<file path="src/rtl/ffinal_pkg.sv">
// Shared widths and 7-segment patterns for the two-digit decimal counter.
// Segment order is {a,b,c,d,e,f,g}, with a at the MSB, active-high.
package ffinal_pkg;

  localparam int SEG_W   = 7;
  localparam int DIGIT_W = 4;

  localparam logic [SEG_W-1:0] SEG_0     = 7'b1111110;
  localparam logic [SEG_W-1:0] SEG_1     = 7'b0110000;
  localparam logic [SEG_W-1:0] SEG_2     = 7'b1101101;
  localparam logic [SEG_W-1:0] SEG_3     = 7'b1111001;
  localparam logic [SEG_W-1:0] SEG_4     = 7'b0110011;
  localparam logic [SEG_W-1:0] SEG_5     = 7'b1011011;
  localparam logic [SEG_W-1:0] SEG_6     = 7'b1011111;
  localparam logic [SEG_W-1:0] SEG_7     = 7'b1110000;
  localparam logic [SEG_W-1:0] SEG_8     = 7'b1111111;
  localparam logic [SEG_W-1:0] SEG_9     = 7'b1111011;
  localparam logic [SEG_W-1:0] SEG_BLANK = 7'b0000000;

endpackage : ffinal_pkg

</file>
<file path="src/rtl/ffinal_seg7_decode.sv">
// BCD digit to 7-segment decoder; codes 10..15 blank the digit.
// ACTIVE_LOW inverts the pattern for common-anode displays.
module seg7_decode
  import ffinal_pkg::*;
#(
  parameter bit ACTIVE_LOW = 1'b0
) (
  input  logic [DIGIT_W-1:0] bcd,
  output logic [SEG_W-1:0]   seg
);

  logic [SEG_W-1:0] seg_raw;

  // NOTE: seg_raw gets a default before the case so no path leaves it unassigned (no latch).
  always_comb begin
    seg_raw = SEG_BLANK;
    case (bcd)
      4'd0:    seg_raw = SEG_0;
      4'd1:    seg_raw = SEG_1;
      4'd2:    seg_raw = SEG_2;
      4'd3:    seg_raw = SEG_3;
      4'd4:    seg_raw = SEG_4;
      4'd5:    seg_raw = SEG_5;
      4'd6:    seg_raw = SEG_6;
      4'd7:    seg_raw = SEG_7;
      4'd8:    seg_raw = SEG_8;
      4'd9:    seg_raw = SEG_9;
      default: seg_raw = SEG_BLANK;
    endcase
  end

  assign seg = ACTIVE_LOW ? ~seg_raw : seg_raw;

endmodule : seg7_decode

</file>
<file path="src/rtl/ffinal.sv">
// Free-running 00..99 decimal counter with prescaler, driving two 7-segment digits.
// s[13:7] shows tens, s[6:0] shows ones; decode is combinational from the counter registers.
module ffinal
  import ffinal_pkg::*;
#(
  parameter int TICK_DIV   = 1,
  parameter bit ACTIVE_LOW = 1'b0
) (
  input  logic          clk,
  input  logic          rst,
  output logic [13:0]   s
);

  localparam int PW = (TICK_DIV > 1) ? $clog2(TICK_DIV) : 1;
  localparam logic [PW-1:0] PRESC_MAX = PW'(TICK_DIV - 1);

  logic [PW-1:0]      presc;
  logic [DIGIT_W-1:0] ones;
  logic [DIGIT_W-1:0] tens;
  logic               tick;

  assign tick = (presc == PRESC_MAX);

  // NOTE: sequential state uses non-blocking assignments so all registers update from pre-edge values.
  always_ff @(posedge clk) begin
    if (!rst) begin
      presc <= '0;
      ones  <= '0;
      tens  <= '0;
    end else begin
      presc <= tick ? '0 : presc + PW'(1);
      if (tick) begin
        if (ones == 4'd9) begin
          ones <= '0;
          tens <= (tens == 4'd9) ? '0 : tens + 4'd1;
        end else begin
          ones <= ones + 4'd1;
        end
      end
    end
  end

  seg7_decode #(.ACTIVE_LOW(ACTIVE_LOW)) u_tens (
    .bcd (tens),
    .seg (s[13:7])
  );

  seg7_decode #(.ACTIVE_LOW(ACTIVE_LOW)) u_ones (
    .bcd (ones),
    .seg (s[6:0])
  );

endmodule : ffinal

</file>
<file path="config.mk">
export PLATFORM = sky130hd
export DESIGN_NAME = ffinal
export DESIGN_NICKNAME = d
export VERILOG_FILES = /design/src/rtl/ffinal_pkg.sv /design/src/rtl/ffinal_seg7_decode.sv /design/src/rtl/ffinal.sv
export SDC_FILE = /design/constraint.sdc
export NUM_CORES = 1
export LEC_CHECK = 0
export CELL_PAD_IN_SITES_DETAIL_PLACEMENT = 1
export CELL_PAD_IN_SITES_GLOBAL_PLACEMENT = 1
export CORE_MARGIN = 3
export CORE_UTILIZATION = 41
export CTS_BUF_LIST = sky130_fd_sc_hd__clkbuf_4 sky130_fd_sc_hd__clkbuf_8 sky130_fd_sc_hd__clkbuf_16
export CTS_CLUSTER_DIAMETER = 100
export DETAILED_ROUTE_END_ITERATION = 12
export MAX_ROUTING_LAYER = met4
export PLACE_DENSITY_LB_ADDON = 0.1
export REMOVE_ABC_BUFFERS = 1
export SYNTH_ARGS = -nofsm -noshare
export SYNTH_HDL_FRONTEND = slang
export SYNTH_SLANG_ARGS = --single-unit
export TNS_END_PERCENT = 20
</file>
<file path="constraint.sdc">
create_clock -name clk -period 2.5 [get_ports clk]
set_input_delay 0.75 -clock clk [delete_from_list [all_inputs] [get_ports clk]]
set_output_delay 0.75 -clock clk [all_outputs]
set_load 0.005 [all_outputs]
</file>
==> results.md, run 1 <==
* Status: finished, final reports clean
* Post-synthesis compound-gate area fraction at 19.51%
* CP endpoint kind: flip-flop
* DRT Pass-1 Iters at 2
* Ports at 16
* Hold path cells at 2
* Ys Warns at 0
* # H-tree levels at 1
* Power consumption at 649.8 µW
* Fillers at 339
* First-pass GRT wire length at 4.236 mm
* P&R area growth vs syn at 18.00%
* RSZ-0062 raised after global routing: no
* Critical setup path kind: reg2reg
* DRC at 0
* Cts bufs inserted at 3
* Cell Count Post-Placement at 172
* Yosys reg bits at 23
* Most frequent cells in the layout: dfxtp_1, ha_1, clkdlybuf4s50_1
* DRT iter0 DRCs at 19
* Clk_lat worst skew at 310 ps
* Synthesized cell area at 1237 µm²
* Main synth FF type: dfxtp_1
* Tot GR Track Use at 15.58%
* Final clock period utilization by the worst path at 86.95%
* CP Launch Type: flip-flop
* Post-CTS Setup Inserts at 0
* Grt ovf at 0
* P_sw at 162.2 µW
* Routed wire per std cell at 14.55 µm
* Placement-stage worst setup slack at 37.44 ps
* Layout Cells excl Fill at 176
* Largest family of logic cells by synthesized area: compound AO/OA/AOI/OAI gates
* Fin nets at 164
* Row count at 19
* PortBufs at 15
* Required @ worst endpoint at 2710 ps
* Clock power share at 27.0%
* Core box area at 2805 µm²
* ANT cells at 0
* Final Hold Fails at 0
* Die Ht at 60.94 µm
* Cells after Synth at 125
* Fmax at 460.1 MHz
* Vias in the first global route at 951
* Average cell area after synthesis at 9.899 µm²
* Root Driver: clkbuf_4
* Post-synthesis sequential area ratio at 37.21%
* Die area at 3713 µm²
* Die X at 60.94 µm
* Maximum clock insertion buffer count at 2
* PD cells at 445.0 nW/µm²
* EDFF count, synth at 0
* Clock sink total at 23
* Worst Setup Slack, final at 326.3 ps
* Final setup vio count at 0
* Sw frac at 24.96%
* Fin crit period at 2174 ps
* Async SR Flop Fraction at 0%
* Hold slack at 647.5 ps
* Vias at 927
* Adder-Cell Fraction of Synth Area at 16.18%
* Sequential cell area at 460.4 µm²
* Post-synthesis xor/xnor area fraction at 2.123%
* Routed WL at 2.561 mm
* Post-synthesis simple-gate area fraction at 15.47%
* Maxcap violations at 0
* CP max FO at 7
* Hold Buf Count CTS at 0
* Clk_skew at 9.651 ps
* Int Power at 487.6 µW
* Post-synthesis cell type count at 43
* Crit path DAT at 2390 ps
* Initial antenna violation count at 0
* Commonest non-fill, non-tap cell in the layout: dfxtp_1
* Final setup TNS at 0 ps
* Power share of the combinational group at 12.9%
* Post-CTS sizing at 0
* CTS tree: built
* Multi-input logic area at 694.4 µm²
* Initial core utilization at 44.11%
* Final ANT Viol Nets at 0
* Share of layout cells above drive strength 1 at 15.86%
* Largest net degree at the start of global routing at 14
* Post-DP HPWL at 2.053 mm
* Worst IR drop on VDD at 0.1761 mV
* GP Congestion at 0.8627
* Sequential fraction of design power at 60.2%
* Reg2reg path depth at 9
* Final Slew Violations at 0
* Static Leak at 0.6274 nW
* Mux contribution to synthesized area at 2.528%
* Worst hold path type: reg2reg
* Clk pin slew, worst setup/hold paths at 140 ps
* Via/cell ratio at 5.267
-- state kept, by name (all words and copies together) (netlist names) --
name and cells:
u_ones.seg 7, u_tens.seg 7, ones 4, tens 4, presc 1
-- worst paths after layout --
check | from | endpoint | slack, ps
max | tens[0] | u_tens.seg[6] | 330
min | ones[0] | ones[0] | 650
max reg2reg | tens[0] | u_tens.seg[6] | 330
min reg2reg | ones[0] | ones[0] | 650
-- cell usage after synthesis, types with 2 or more instances --
cell      number  share of area, %
nor3_2         2               1.6
nor2_1         7               2.1
nand2_1        4               1.2
or2_0          2               1.0
mux2i_1        2               1.6
a31oi_1        2               1.0
a31o_2         2               1.4
nand4b_1       2               1.4
nand3_1        3               1.2
dfxtp_1       23                37
inv_1         10               3.0
ha_1          16                16
o21ai_2        2               1.4
xor2_1         2               1.4
inv_2          2              0.61
buf_6          2               1.8
a21oi_1       10               4.0
o22ai_1        4               2.0
o21ai_0        2              0.81
o21a_1         2               1.2
or2_1          2               1.0
-- worst max-delay path, stage by stage (launching register included) --
cell and delay (ps):
dfxtp_1 480, ha_1 280, and3b_1 270, nor3_2 70, o21ai_2 310, ha_1 240
nor2_1 50, o31a_1 120, nor3_2 180, a21oi_1 80
-- kinds of logic after synthesis --
| group | count (synthesis) |
|---|---|
| other cells | 1 |
| simple gates | 30 |
| compound gates | 32 |
| flops | 23 |
| fa+ha+maj | 16 |
| buf+inv | 17 |
| mux | 3 |
| xor+xnor | 3 |
-- final cells by class --
cell class / instances / area share [%]
Clock inverter: 1 / 0.3428
Multi-Input combinational cell: 85 / 47.56
Inverter: 13 / 3.513
Timing Repair Buffer: 20 / 12.85
Sequential cell: 23 / 31.53
Tap cell: 31 / 2.656
Clock buffer: 3 / 1.542
-- power by group through the flow --
stage | Combinational, mW | Clock, mW | Sequential (mW)
after floorplan | 0.0378 | 0 | 0.400
after global placement | 0.0812 | 0 | 0.399
after detailed placement | 0.0850 | 0 | 0.399
after CTS | 0.0851 | 0.190 | 0.391
after global routing | 0.0942 | 0.204 | 0.393
final | 0.0836 | 0.175 | 0.391
-- through the flow --
step / area (µm²) / utilization, %
2_1_floorplan: 1206 / -
3_3_place_gp: 1433 / 51.07
3_5_place_dp: 1433 / 51.07
4_1_cts: 1460 / 52.05
5_1_grt: 1460 / 52.05
6_report: 1460 / 52.05
-- layer usage --
| metal | global-route usage, % | up-vias | share of wire [%] |
|---|---|---|---|
| li1 | - | 476 | - |
| met4 | 4.644 | 0 | 0.78 |
| met1 | 17.30 | 443 | 44 |
| met2 | 28.70 | 6 | 53 |
| met3 | 1.915 | 2 | 1.5 |
| met5 | - | - | 0 |
(Power assumes the default switching activity.)
==> inputs of run 2 (changes only) <==
--- a/config.mk
+++ b/config.mk
@@ -8,10 +8,11 @@
 export CELL_PAD_IN_SITES_DETAIL_PLACEMENT = 1
 export CELL_PAD_IN_SITES_GLOBAL_PLACEMENT = 1
 export CORE_MARGIN = 3
-export CORE_UTILIZATION = 41
+export CORE_UTILIZATION = 47
 export CTS_BUF_LIST = sky130_fd_sc_hd__clkbuf_4 sky130_fd_sc_hd__clkbuf_8 sky130_fd_sc_hd__clkbuf_16
 export CTS_CLUSTER_DIAMETER = 100
 export DETAILED_ROUTE_END_ITERATION = 12
+export DONT_BUFFER_PORTS = 1
 export MAX_ROUTING_LAYER = met4
 export PLACE_DENSITY_LB_ADDON = 0.1
 export REMOVE_ABC_BUFFERS = 1
==> results.md, run 2 (same netlist as run 1, synthesis figures left out) <==
* Row count at 17
* Buffers and inverters on the worst path at 1
* Power share of the combinational group at 8.3%
* P_sw at 149.1 µW
* Worst setup startpoint: tens[1]
* Reg2reg path depth at 10
* First-pass GRT wire length at 4.215 mm
* RSZ-0062 raised after global routing: no
* Static Leak at 0.5459 nW
* Final Slew Violations at 0
* DRT iter0 DRCs at 5
* Placement-stage worst setup slack at 227.5 ps
* DRT Pass-1 Iters at 3
* RR Endpoint: u_tens.seg[6]
* Clk_skew at 21.32 ps
* # H-tree levels at 1
* Clock power share at 27.4%
* Maxcap violations at 0
* Via/cell ratio at 5.532
* PortBufs at 0
* GP Congestion at 0.7831
* Tot GR Track Use at 16.70%
* Worst path slowest cell: dfxtp_1
* Power consumption at 612.9 µW
* Vias in the first global route at 890
* Routed WL at 2.350 mm
* CP Launch Type: flip-flop
* DRC at 0
* CP Cell Sequence: inv_1, ha_1, and3b_1, nor4b_2, a31o_2, ha_1, nor2_1, o31a_1, nor3_2, a21oi_1
* Fmax at 440.8 MHz
* Crit path DAT at 2460 ps
* Final ANT Viol Nets at 0
* End of the critical path: u_tens.seg[6]
* Fin crit period at 2269 ps
* Vias at 852
* CP most frequent cell: ha_1
* Initial antenna violation count at 0
* Most frequent cells in the layout: dfxtp_1, ha_1, inv_1, a21oi_1, nor2_1
* Core box area at 2361 µm²
* Critical path's largest stage delay at 400 ps
* CTS tree: built
* Routed wire per std cell at 15.26 µm
* PD cells at 478.4 nW/µm²
* Root Driver: clkbuf_4
* Commonest non-fill, non-tap cell in the layout: dfxtp_1
* CP endpoint kind: flip-flop
* Clk_lat worst skew at 320 ps
* Clk pin slew, worst setup/hold paths at 130 ps
* Status: finished, final reports clean
* Worst R2R Setup Slack at 230 ps
* P&R area growth vs syn at 3.539%
* Worst hold path type: in2reg
* Top delay family on crit path: simple AND/OR/NAND/NOR gates
* Cts bufs inserted at 3
* Hold Buf Count CTS at 0
* Critical path depth at 10
* Sequential fraction of design power at 64.2%
* Int Power at 463.8 µW
* Post-CTS Setup Inserts at 0
* Critical setup path kind: reg2reg
* Maximum clock insertion buffer count at 2
* Required @ worst endpoint at 2690 ps
* Core Util, Final at 54.27%
* Fin nets at 145
* Final clock period utilization by the worst path at 90.75%
* Die Ht at 57.31 µm
* RR Startpoint: tens[1]
* Share of layout cells above drive strength 1 at 15.87%
* Die area at 3284 µm²
* Grt ovf at 0
* Post-DP HPWL at 1.813 mm
* Ports at 16
* Worst IR drop on VDD at 0.3035 mV
* Clock sink total at 23
* Final setup TNS at 0 ps
* Sw frac at 24.32%
* Largest net degree at the start of global routing at 14
* Initial core utilization at 52.41%
* Final Hold Fails at 0
* CP max FO at 4
* Die X at 57.31 µm
* Final setup vio count at 0
* ANT cells at 0
* Worst Setup Slack, final at 231.2 ps
==> run 2: final cells by class <==
type                    instances  area, µm²
multi-input cells              85      699.4
clock buffers                   3      22.52
well taps                      28      35.03
inverters                      13      51.30
repair buffers                  1      7.507
flip-flops and latches         23      460.4
fillers                       277       1080
clock inverters                 1      5.005
==> run 2: what timing repair did <==
item                                   4_1_cts  5_1_grt
resized for setup                            0        1
setup endpoints to repair                    0        2
endpoints found under the hold margin        0        0
==> run 2: worst reg2reg max path, delay by kind of cell, from the launching register on <==
kind	cells	cell delay (ps)
AOI/OAI and AO/OA	3	440
and+or+nand+nor	4	800
adders and majority gates	2	430
buffers and inverters	1	80
DFF	1	400
==> run 2: metal layers <==
metal	wire, µm	global-route usage, %	vias to the layer above
met5	0	-	-
met4	21	4.967	0
met3	89	4.299	4
met2	996	24.47	17
met1	1243	22.56	395
li1	-	-	436
==> run 2: per-stage QoR <==
| step | hold slack (ps) | std cells | area (µm²) |
|---|---|---|---|
| floorplan | 548.2 | 121 | 1206 |
| global placement | 587.6 | 150 | 1249 |
| detailed placement | 624.2 | 150 | 1249 |
| CTS | 567.5 | 154 | 1276 |
| global route | 564.4 | 154 | 1281 |
| finish | 573.0 | 154 | 1281 |
==> run 2: worst min-delay path by stage <==
stage                       start  endpoint  slack (ps)  cells after the start
after global routing          rst   tens[0]         560                      1
final                         rst   tens[0]         570                      1
after floorplan           ones[0]   ones[0]         550                      2
after global placement    ones[0]   ones[0]         590                      2
after detailed placement  ones[0]   ones[0]         620                      2
after CTS                     rst   tens[0]         570                      1
==> run 2: power groups by stage <==
stage               combinational (mW)  clock [mW]  sequential, mW
floorplan                       0.0378           0           0.400
global placement                0.0464           0           0.401
detailed placement              0.0500           0           0.402
CTS                             0.0502       0.174           0.394
global route                    0.0578       0.192           0.396
finish                          0.0510       0.168           0.394
==> inputs of run 3 (changes only) <==
--- a/config.mk
+++ b/config.mk
@@ -13,6 +13,7 @@
 export CTS_CLUSTER_DIAMETER = 100
 export DETAILED_ROUTE_END_ITERATION = 12
 export DONT_BUFFER_PORTS = 1
+export HOLD_SLACK_MARGIN = 0.03
 export MAX_ROUTING_LAYER = met4
 export PLACE_DENSITY_LB_ADDON = 0.1
 export REMOVE_ABC_BUFFERS = 1
==> results of run 3 <==
Same layout as run 2: the final DEF is identical, and so are final timing and power.
